$ cat config.mk
export PLATFORM = sky130hd
export DESIGN_NAME = fb_vga_out
export DESIGN_NICKNAME = d
export VERILOG_FILES = /design/src/rtl/fb_vga_out.sv
export SDC_FILE = /design/constraint.sdc
export NUM_CORES = 1
export LEC_CHECK = 0
export BUFFER_PORTS_ARGS = -buffer_cell sky130_fd_sc_hd__buf_2
export CORE_MARGIN = 2
export CORE_UTILIZATION = 45
export DETAILED_ROUTE_END_ITERATION = 7
export PLACE_DENSITY = 0.66
export RECOVER_POWER = 100
export SLEW_MARGIN = 20
export SYNTH_ARGS = -nofsm -noshare
export SYNTH_HDL_FRONTEND = slang
export SYNTH_SLANG_ARGS = --single-unit
$ cat constraint.sdc
create_clock -name clk -period 2.9 [get_ports clk]
set_input_delay 0.435 -clock clk [delete_from_list [all_inputs] [get_ports clk]]
set_output_delay 0.435 -clock clk [all_outputs]
set_load 0.02 [all_outputs]
$ cat src/rtl/fb_vga_out.sv
// 640x480 VGA timing generator that scans a half-resolution RGB565 frame buffer with 2x2 upscaling.
// Optional FB_VGA_TESTPAT_EN adds a tp_en input selecting an 8-bar colour test pattern.
module fb_vga_out #(
    parameter int unsigned H_ACTIVE = 640,
    parameter int unsigned H_FP     = 16,
    parameter int unsigned H_SYNC   = 96,
    parameter int unsigned H_BP     = 48,
    parameter int unsigned V_ACTIVE = 480,
    parameter int unsigned V_FP     = 10,
    parameter int unsigned V_SYNC   = 2,
    parameter int unsigned V_BP     = 33,
    parameter int unsigned FB_W     = 320
) (
    input  logic        clk,
    input  logic        rst,
`ifdef FB_VGA_TESTPAT_EN
    input  logic        tp_en,
`endif
    output logic [16:0] raddr,
    input  logic [15:0] rdata,
    output logic [4:0]  red,
    output logic [5:0]  green,
    output logic [4:0]  blue,
    output logic        hsync,
    output logic        vsync,
    output logic        de,
    output logic        frame_start
);

    localparam int unsigned H_TOTAL  = H_ACTIVE + H_FP + H_SYNC + H_BP;
    localparam int unsigned V_TOTAL  = V_ACTIVE + V_FP + V_SYNC + V_BP;
    localparam int unsigned H_W      = $clog2(H_TOTAL);
    localparam int unsigned V_W      = $clog2(V_TOTAL);
    localparam int unsigned A_W      = 17;
    localparam int unsigned HS_START = H_ACTIVE + H_FP;
    localparam int unsigned HS_END   = HS_START + H_SYNC;
    localparam int unsigned VS_START = V_ACTIVE + V_FP;
    localparam int unsigned VS_END   = VS_START + V_SYNC;

    // Control bundle {de, hsync_n, vsync_n, frame_start}; idle value has syncs high.
    localparam logic [3:0] CTL_IDLE = 4'b0110;

    logic [H_W-1:0] r_h_cnt;
    logic [V_W-1:0] r_v_cnt;
    logic [A_W-1:0] r_line_base;
    logic [A_W-1:0] r_raddr;
    logic [3:0]     r_ctl_d1;
    logic [3:0]     r_ctl_d2;
    logic [3:0]     r_ctl_d3;
    logic [4:0]     r_red;
    logic [5:0]     r_green;
    logic [4:0]     r_blue;

    logic           w_h_last;
    logic           w_v_last;
    logic           w_h_vis;
    logic           w_v_vis;
    logic           w_vis;
    logic           w_hs_n;
    logic           w_vs_n;
    logic           w_fs;
    logic [3:0]     w_ctl;
    logic [15:0]    w_pix;

    assign w_h_last = (r_h_cnt == H_W'(H_TOTAL - 1));
    assign w_v_last = (r_v_cnt == V_W'(V_TOTAL - 1));
    assign w_h_vis  = (r_h_cnt <  H_W'(H_ACTIVE));
    assign w_v_vis  = (r_v_cnt <  V_W'(V_ACTIVE));
    assign w_vis    = w_h_vis && w_v_vis;
    assign w_hs_n   = !((r_h_cnt >= H_W'(HS_START)) && (r_h_cnt < H_W'(HS_END)));
    assign w_vs_n   = !((r_v_cnt >= V_W'(VS_START)) && (r_v_cnt < V_W'(VS_END)));
    assign w_fs     = (r_h_cnt == '0) && (r_v_cnt == '0);
    assign w_ctl    = {w_vis, w_hs_n, w_vs_n, w_fs};

    // Raster position counters.
    always_ff @(posedge clk or posedge rst) begin
        if (rst) begin
            r_h_cnt <= '0;
            r_v_cnt <= '0;
        end else if (w_h_last) begin
            r_h_cnt <= '0;
            r_v_cnt <= w_v_last ? '0 : r_v_cnt + V_W'(1);
        end else begin
            r_h_cnt <= r_h_cnt + H_W'(1);
        end
    end

    // Buffer row start: steps one buffer line every two display lines, zero in vertical blanking.
    always_ff @(posedge clk or posedge rst) begin
        if (rst) begin
            r_line_base <= '0;
        end else if (w_h_last) begin
            if (w_v_last || (r_v_cnt == V_W'(V_ACTIVE - 1))) begin
                r_line_base <= '0;
            end else if (w_v_vis && r_v_cnt[0]) begin
                r_line_base <= r_line_base + A_W'(FB_W);
            end
        end
    end

    always_ff @(posedge clk or posedge rst) begin
        if (rst) begin
            r_raddr <= '0;
        end else if (w_vis) begin
            r_raddr <= r_line_base + A_W'(r_h_cnt >> 1);
        end else if (w_v_vis) begin
            r_raddr <= r_line_base;
        end else begin
            r_raddr <= '0;
        end
    end

    // Three-stage control delay matching raddr -> rdata -> colour latency.
    always_ff @(posedge clk or posedge rst) begin
        if (rst) begin
            r_ctl_d1 <= CTL_IDLE;
            r_ctl_d2 <= CTL_IDLE;
            r_ctl_d3 <= CTL_IDLE;
        end else begin
            r_ctl_d1 <= w_ctl;
            r_ctl_d2 <= r_ctl_d1;
            r_ctl_d3 <= r_ctl_d2;
        end
    end

`ifdef FB_VGA_TESTPAT_EN
    localparam int unsigned BAR_W = H_ACTIVE / 8;

    logic [2:0]  r_bar_d1;
    logic [2:0]  r_bar_d2;
    logic [15:0] w_tp_rgb;

    // Bar index travels with the read pipeline so the pattern lines up with buffer pixels.
    always_ff @(posedge clk or posedge rst) begin
        if (rst) begin
            r_bar_d1 <= '0;
            r_bar_d2 <= '0;
        end else begin
            r_bar_d1 <= 3'(r_h_cnt / H_W'(BAR_W));
            r_bar_d2 <= r_bar_d1;
        end
    end

    // Bars 0..7: white, yellow, cyan, green, magenta, red, blue, black.
    assign w_tp_rgb = {{5{~r_bar_d2[1]}}, {6{~r_bar_d2[2]}}, {5{~r_bar_d2[0]}}};
`endif

    always_comb begin
        w_pix = rdata;
`ifdef FB_VGA_TESTPAT_EN
        if (tp_en) begin
            w_pix = w_tp_rgb;
        end
`endif
    end

    // Colour stage: blank to black whenever the aligned de is low.
    always_ff @(posedge clk or posedge rst) begin
        if (rst) begin
            r_red   <= '0;
            r_green <= '0;
            r_blue  <= '0;
        end else if (r_ctl_d2[3]) begin
            r_red   <= w_pix[15:11];
            r_green <= w_pix[10:5];
            r_blue  <= w_pix[4:0];
        end else begin
            r_red   <= '0;
            r_green <= '0;
            r_blue  <= '0;
        end
    end

    assign raddr       = r_raddr;
    assign red         = r_red;
    assign green       = r_green;
    assign blue        = r_blue;
    assign de          = r_ctl_d3[3];
    assign hsync       = r_ctl_d3[2];
    assign vsync       = r_ctl_d3[1];
    assign frame_start = r_ctl_d3[0];

endmodule

==> results.md <==
- The flow ran to the end, and the final reports show no timing, DRC or antenna violations.
- For this design, the sink count on the clock tree is 76.
- The synthesized netlist devotes ~3.0% of its cell area to adder and majority cells.
- For this run, the post-layout net count is about 400.
- Summing internal, switching and leakage power gives around 1.9 mW.
- Headroom to the max-slew limit came out at under 10%.
- The cell internal power dissipation is around 1.4 mW.
- The yosys synthesis warning count is 0.
- OpenSTA, run right after detailed placement, puts the worst setup slack at around 0.75 ns.
- The detailed router used layers up to and including met4.
- The transition time at the pin with the least slew margin is ~1.4 ns.
- TritonCTS built the clock tree.
- The arrival time of the worst setup path is 2.56 ns.
- The routed design uses around 300 um of met3 wire.
- Of the total synthesized cell area, the portion taken by AND, OR, NAND and NOR gates is between 20% and 30%.
- The multiplexer share of the synthesized area is between 3 and 4%.
- Measured along the x axis, the die boundary spans around 90 um.
- The core area is ~7200 um2.
- The clock passes through at most 2 buffers.
- The detailed router placed 2372 vias in this run.
- The wire-length estimate of the detail-placed layout is approximately 4300 um.
- The detailed router put a total of 3061 um of wire on met1.
- Post-CTS timing repair inserted 0 buffers for setup.
- The final worst-path cycle share is 80.29%.
- Across the run, the number of max-cap violations was 0.
- In the routed layout, each cell is associated on average with a via count of approximately 5.1.
- The clock arrives with between 0.01 and 0.015 ns of skew.
- After routing the design area is 3810 um2.
- From synthesis to final layout, the design area changed by 14.34%.
- The detailed-route wire length per cell is 13.42 um.
- The count of hold-fix buffers inserted at cts is 0.
- The insertion delay to the later sink of the worst-skew pair is approximately 0.35 ns.
- Yosys mapped the design onto 44 distinct sky130hd cell types.
- STA classifies the critical path startpoint as a flop.
- The net count of the mapped netlist is about 330.
- The routed length on met2 is between 2000 and 3000 um.
- The cell family contributing the most delay on the critical path is buffers and inverters.
- The smallest clock period supported by the final layout is computed as ~2.3 ns.
- Combinational logic is responsible for between 3 and 4% of the overall power.
- The final setup violation count is 0.
- The signal on the critical path passes through ha_1, and4_1, nand4_1, clkbuf_1, nor2_1, mux2_2, a22o_1.
- Registers are responsible for a little under three fifths of the overall power.
- IR analysis of the VDD net gives a maximum drop of around 0.27 mV.
- Summing the areas of all compound-gate instances in the mapped netlist gives under 10% of the synthesized area.
- For this block, the routed nets add up to around 6300 um of wire.
- The total die area is 8109 um2.
- Setup repair after global routing left no endpoint under its margin.
- The post-synthesis share of cell area spent on xor and xnor gates is 4.732%.
- The first global-routing pass estimated approximately 11000 um of wire.
- The final critical-path setup slack is roughly 0.57 ns.
- The power density over cell area is between 400 and 500 nW/um2.
- The slowest cell on the critical path is clkbuf_1.
- The effective utilization at floorplan is ~46%.
- The count of placed standard cells in the final layout, fillers left out is 467.
- The number of placement rows is 31.
- The die boundary height is approximately 90 um.
- The clock transition at the registers of the reported paths is 0.09 ns.
- For this design the total switching power over the nets is ~480 uW.
- The switching power as a share of total power is roughly a quarter.
- The number of enable flip-flop cells after synthesis is 0.
- In the routed design, unresolved DRC markers number 0.
- The highest net fanout along the worst path is 20.
- After synthesis, the largest family of logic cells by area is simple AND/OR/NAND/NOR gates.
- Among all flip-flop cells after synthesis, the most frequent one is dfrtp_1.
- The cell leakage power is 1.619 nW.
- The via count of the first global-routing pass is 2289.
- In this run, synthesis produced a sequential element count of 76.
- Setup total negative slack on the finished layout was measured at 0 ns.
- The number of cells in the design after placement is roughly 450.
- After technology mapping, the gate count stands at 306.
- The count of nets left with antenna violations once routing finished came out at 0.
- The first TritonRoute pass finished after 4 iterations.
- The number of antenna violations at the first check in global routing is 0.
- The type of the worst min-delay path is input pin to flop.
- The number of input and output port buffers inserted is 54.
- For this run, the total global-route usage over all layers was measured as between 15 and 20%.
- The maximum clock rate is 429.5 MHz.
- The delay of the slowest cell on the worst path is 0.66 ns.
- Summing all placed instances gives a cell area of around 3700 um2.
- The final number of max-transition violations is 0.
- The final antenna diode count is 0.
- The fraction of registers with async set/reset is 100.0%.
- The summed instance area of the synthesized netlist is around 3300 um2.
- The H-tree depth reported by CTS is 3.
- The tree is rooted in a clkbuf_8.
- The number of I/O pins is 55.
- The ratio of cells with drive above 1 in the final layout is 13.32%.
- Gates resized during post-CTS repair numbered 0.
- Entering global routing, the biggest net connects 40 pins.
- Global routing finished with a remaining overflow of 0.
- Together, buffers and inverters on the worst path number 1.
- The critical path in this run is classified as flop to flop.
- The required time reported for the critical path endpoint is between 3 and 4 ns.
- The mean area per synthesized cell is roughly 11 um2.
- The share of total power dissipated in the clock network is between 40% and 50%.
- The post-synthesis sequential area ratio is 57.30%.
- For this block, the initial DRC count from the detailed router was between 100 and 150.
- The final hold violation count is 0.
- The number of CTS-inserted buffers is 9.
- Routability-driven placement finished with a final weighted congestion of 0.8089.
- STA classifies the critical path endpoint as a flop.
[flip-flops by register name, summed over array words and instances, names as in the netlist]
signal       count
r_ctl_d3         4
r_ctl_d2         4
r_ctl_d1         4
red              5
r_v_cnt         10
r_h_cnt         10
blue             5
green            6
r_line_base     11
raddr           17
[cells by family (layout without fill, tap and decap cells)]
kind of cell             Yosys count  count (layout)
AND/OR/NAND/NOR                  128             128
XOR/XNOR                          18              18
buffers and inverters             24              86
multiplexers                      10              10
flip-flops                        76              76
AO/OA/AOI/OAI                     42              42
adder cells (fa/ha/maj)            8               8
[cells in the final DEF (no fill, tap or decap), drive strengths merged]
cell,netlist,routed
dfrtp,70,70
nand4,8,8
a21o,1,1
inv,12,18
nor4b,2,2
o21a,2,2
or2,1,1
a41o,1,1
and3,1,1
clkbuf,9,48
nand4b,1,1
nand2b,1,1
nand3,17,17
or3,4,4
nor4,8,8
mux2,3,3
buf,3,19
o21ai,16,16
o31ai,2,2
o22ai,1,1
and4,1,1
ha,8,8
or4,2,2
a31oi,1,1
nor2b,2,2
xor2,5,5
nor3,8,8
xnor2,13,13
nand3b,3,3
nor3b,2,2
nand2,14,14
nor2,31,31
dfstp,6,6
a21oi,16,16
a22o,1,1
a211oi,1,1
clkinvlp,0,1
mux2i,7,7
and2,22,22
[power groups by stage]
stage	Combinational, mW	Sequential [mW]	Clock (mW)
finish	0.0613	1.07	0.763
global route	0.0694	1.07	0.847
global placement	0.0700	1.09	0
detailed placement	0.0703	1.09	0
floorplan	0.0229	1.11	0
CTS	0.0705	1.07	0.792
[worst reg2reg max path, stage by stage, from the launching register on]
cell and delay [ns]:
dfrtp_1 0.44, ha_1 0.25, and4_1 0.24, nand4_1 0.11, clkbuf_1 0.66, nor2_1 0.07, mux2_2 0.28, a22o_1 0.17
[synth_stat cells, types with 3 or more instances]
cell type  count  share of area (%)
nor4_1         7                1.3
dfrtp_1       70                 53
ha_1           8                3.0
mux2_2         3                1.0
dfstp_2        6                4.7
mux2i_1        7                2.1
a21oi_1       16                2.4
xor2_1         5                1.3
or3_1          4               0.75
clkbuf_1       9                1.0
and2_1        22                4.1
nand2_1       14                1.6
nand4_1        8                1.5
xnor2_1       13                3.4
nand3_1       17                2.6
inv_1         12                1.4
nor2_1        31                3.5
o21ai_0       15                2.3
nor3_1         8                1.2
[metrics by stage]
stage / utilization, % / hold slack (ns)
3_3_place_gp: 51.44 / 0.3326
2_1_floorplan: - / 0.3312
5_1_grt: 52.81 / 0.2818
3_5_place_dp: 51.44 / 0.3347
4_1_cts: 54.02 / 0.2370
6_report: 52.81 / 0.2929
[layout make-up]
type	count	area, um2
multi-input cells	206	1297
well taps	99	123.9
inverters	12	45.04
fillers	663	3405
clock inverters	7	62.56
clock buffers	9	123.9
flip-flops and latches	76	1909
repair buffers	58	247.7
[routing by layer]
metal	track usage [%]	up-vias
met5	0	-
met4	7.179	0
met3	4.107	8
met2	25.50	60
met1	22.66	1133
li1	-	1171
[path summary, 6_finish.rpt]
check / slack, ns / endpoint / cells after the start / startpoint
min in group asynchronous: 0.46 / raddr[4] / 2 / rst
max in group asynchronous: 0.83 / raddr[7] / 3 / rst
max reg2reg: 0.57 / r_line_base[11] / 7 / r_h_cnt[0]
min reg2reg: 0.35 / r_ctl_d3[0] / 0 / r_ctl_d2[0]
max: 0.57 / r_line_base[11] / 7 / r_h_cnt[0]
min: 0.29 / blue[0] / 2 / rdata[0]
No activity file was read; power rests on OpenSTA's default activity.
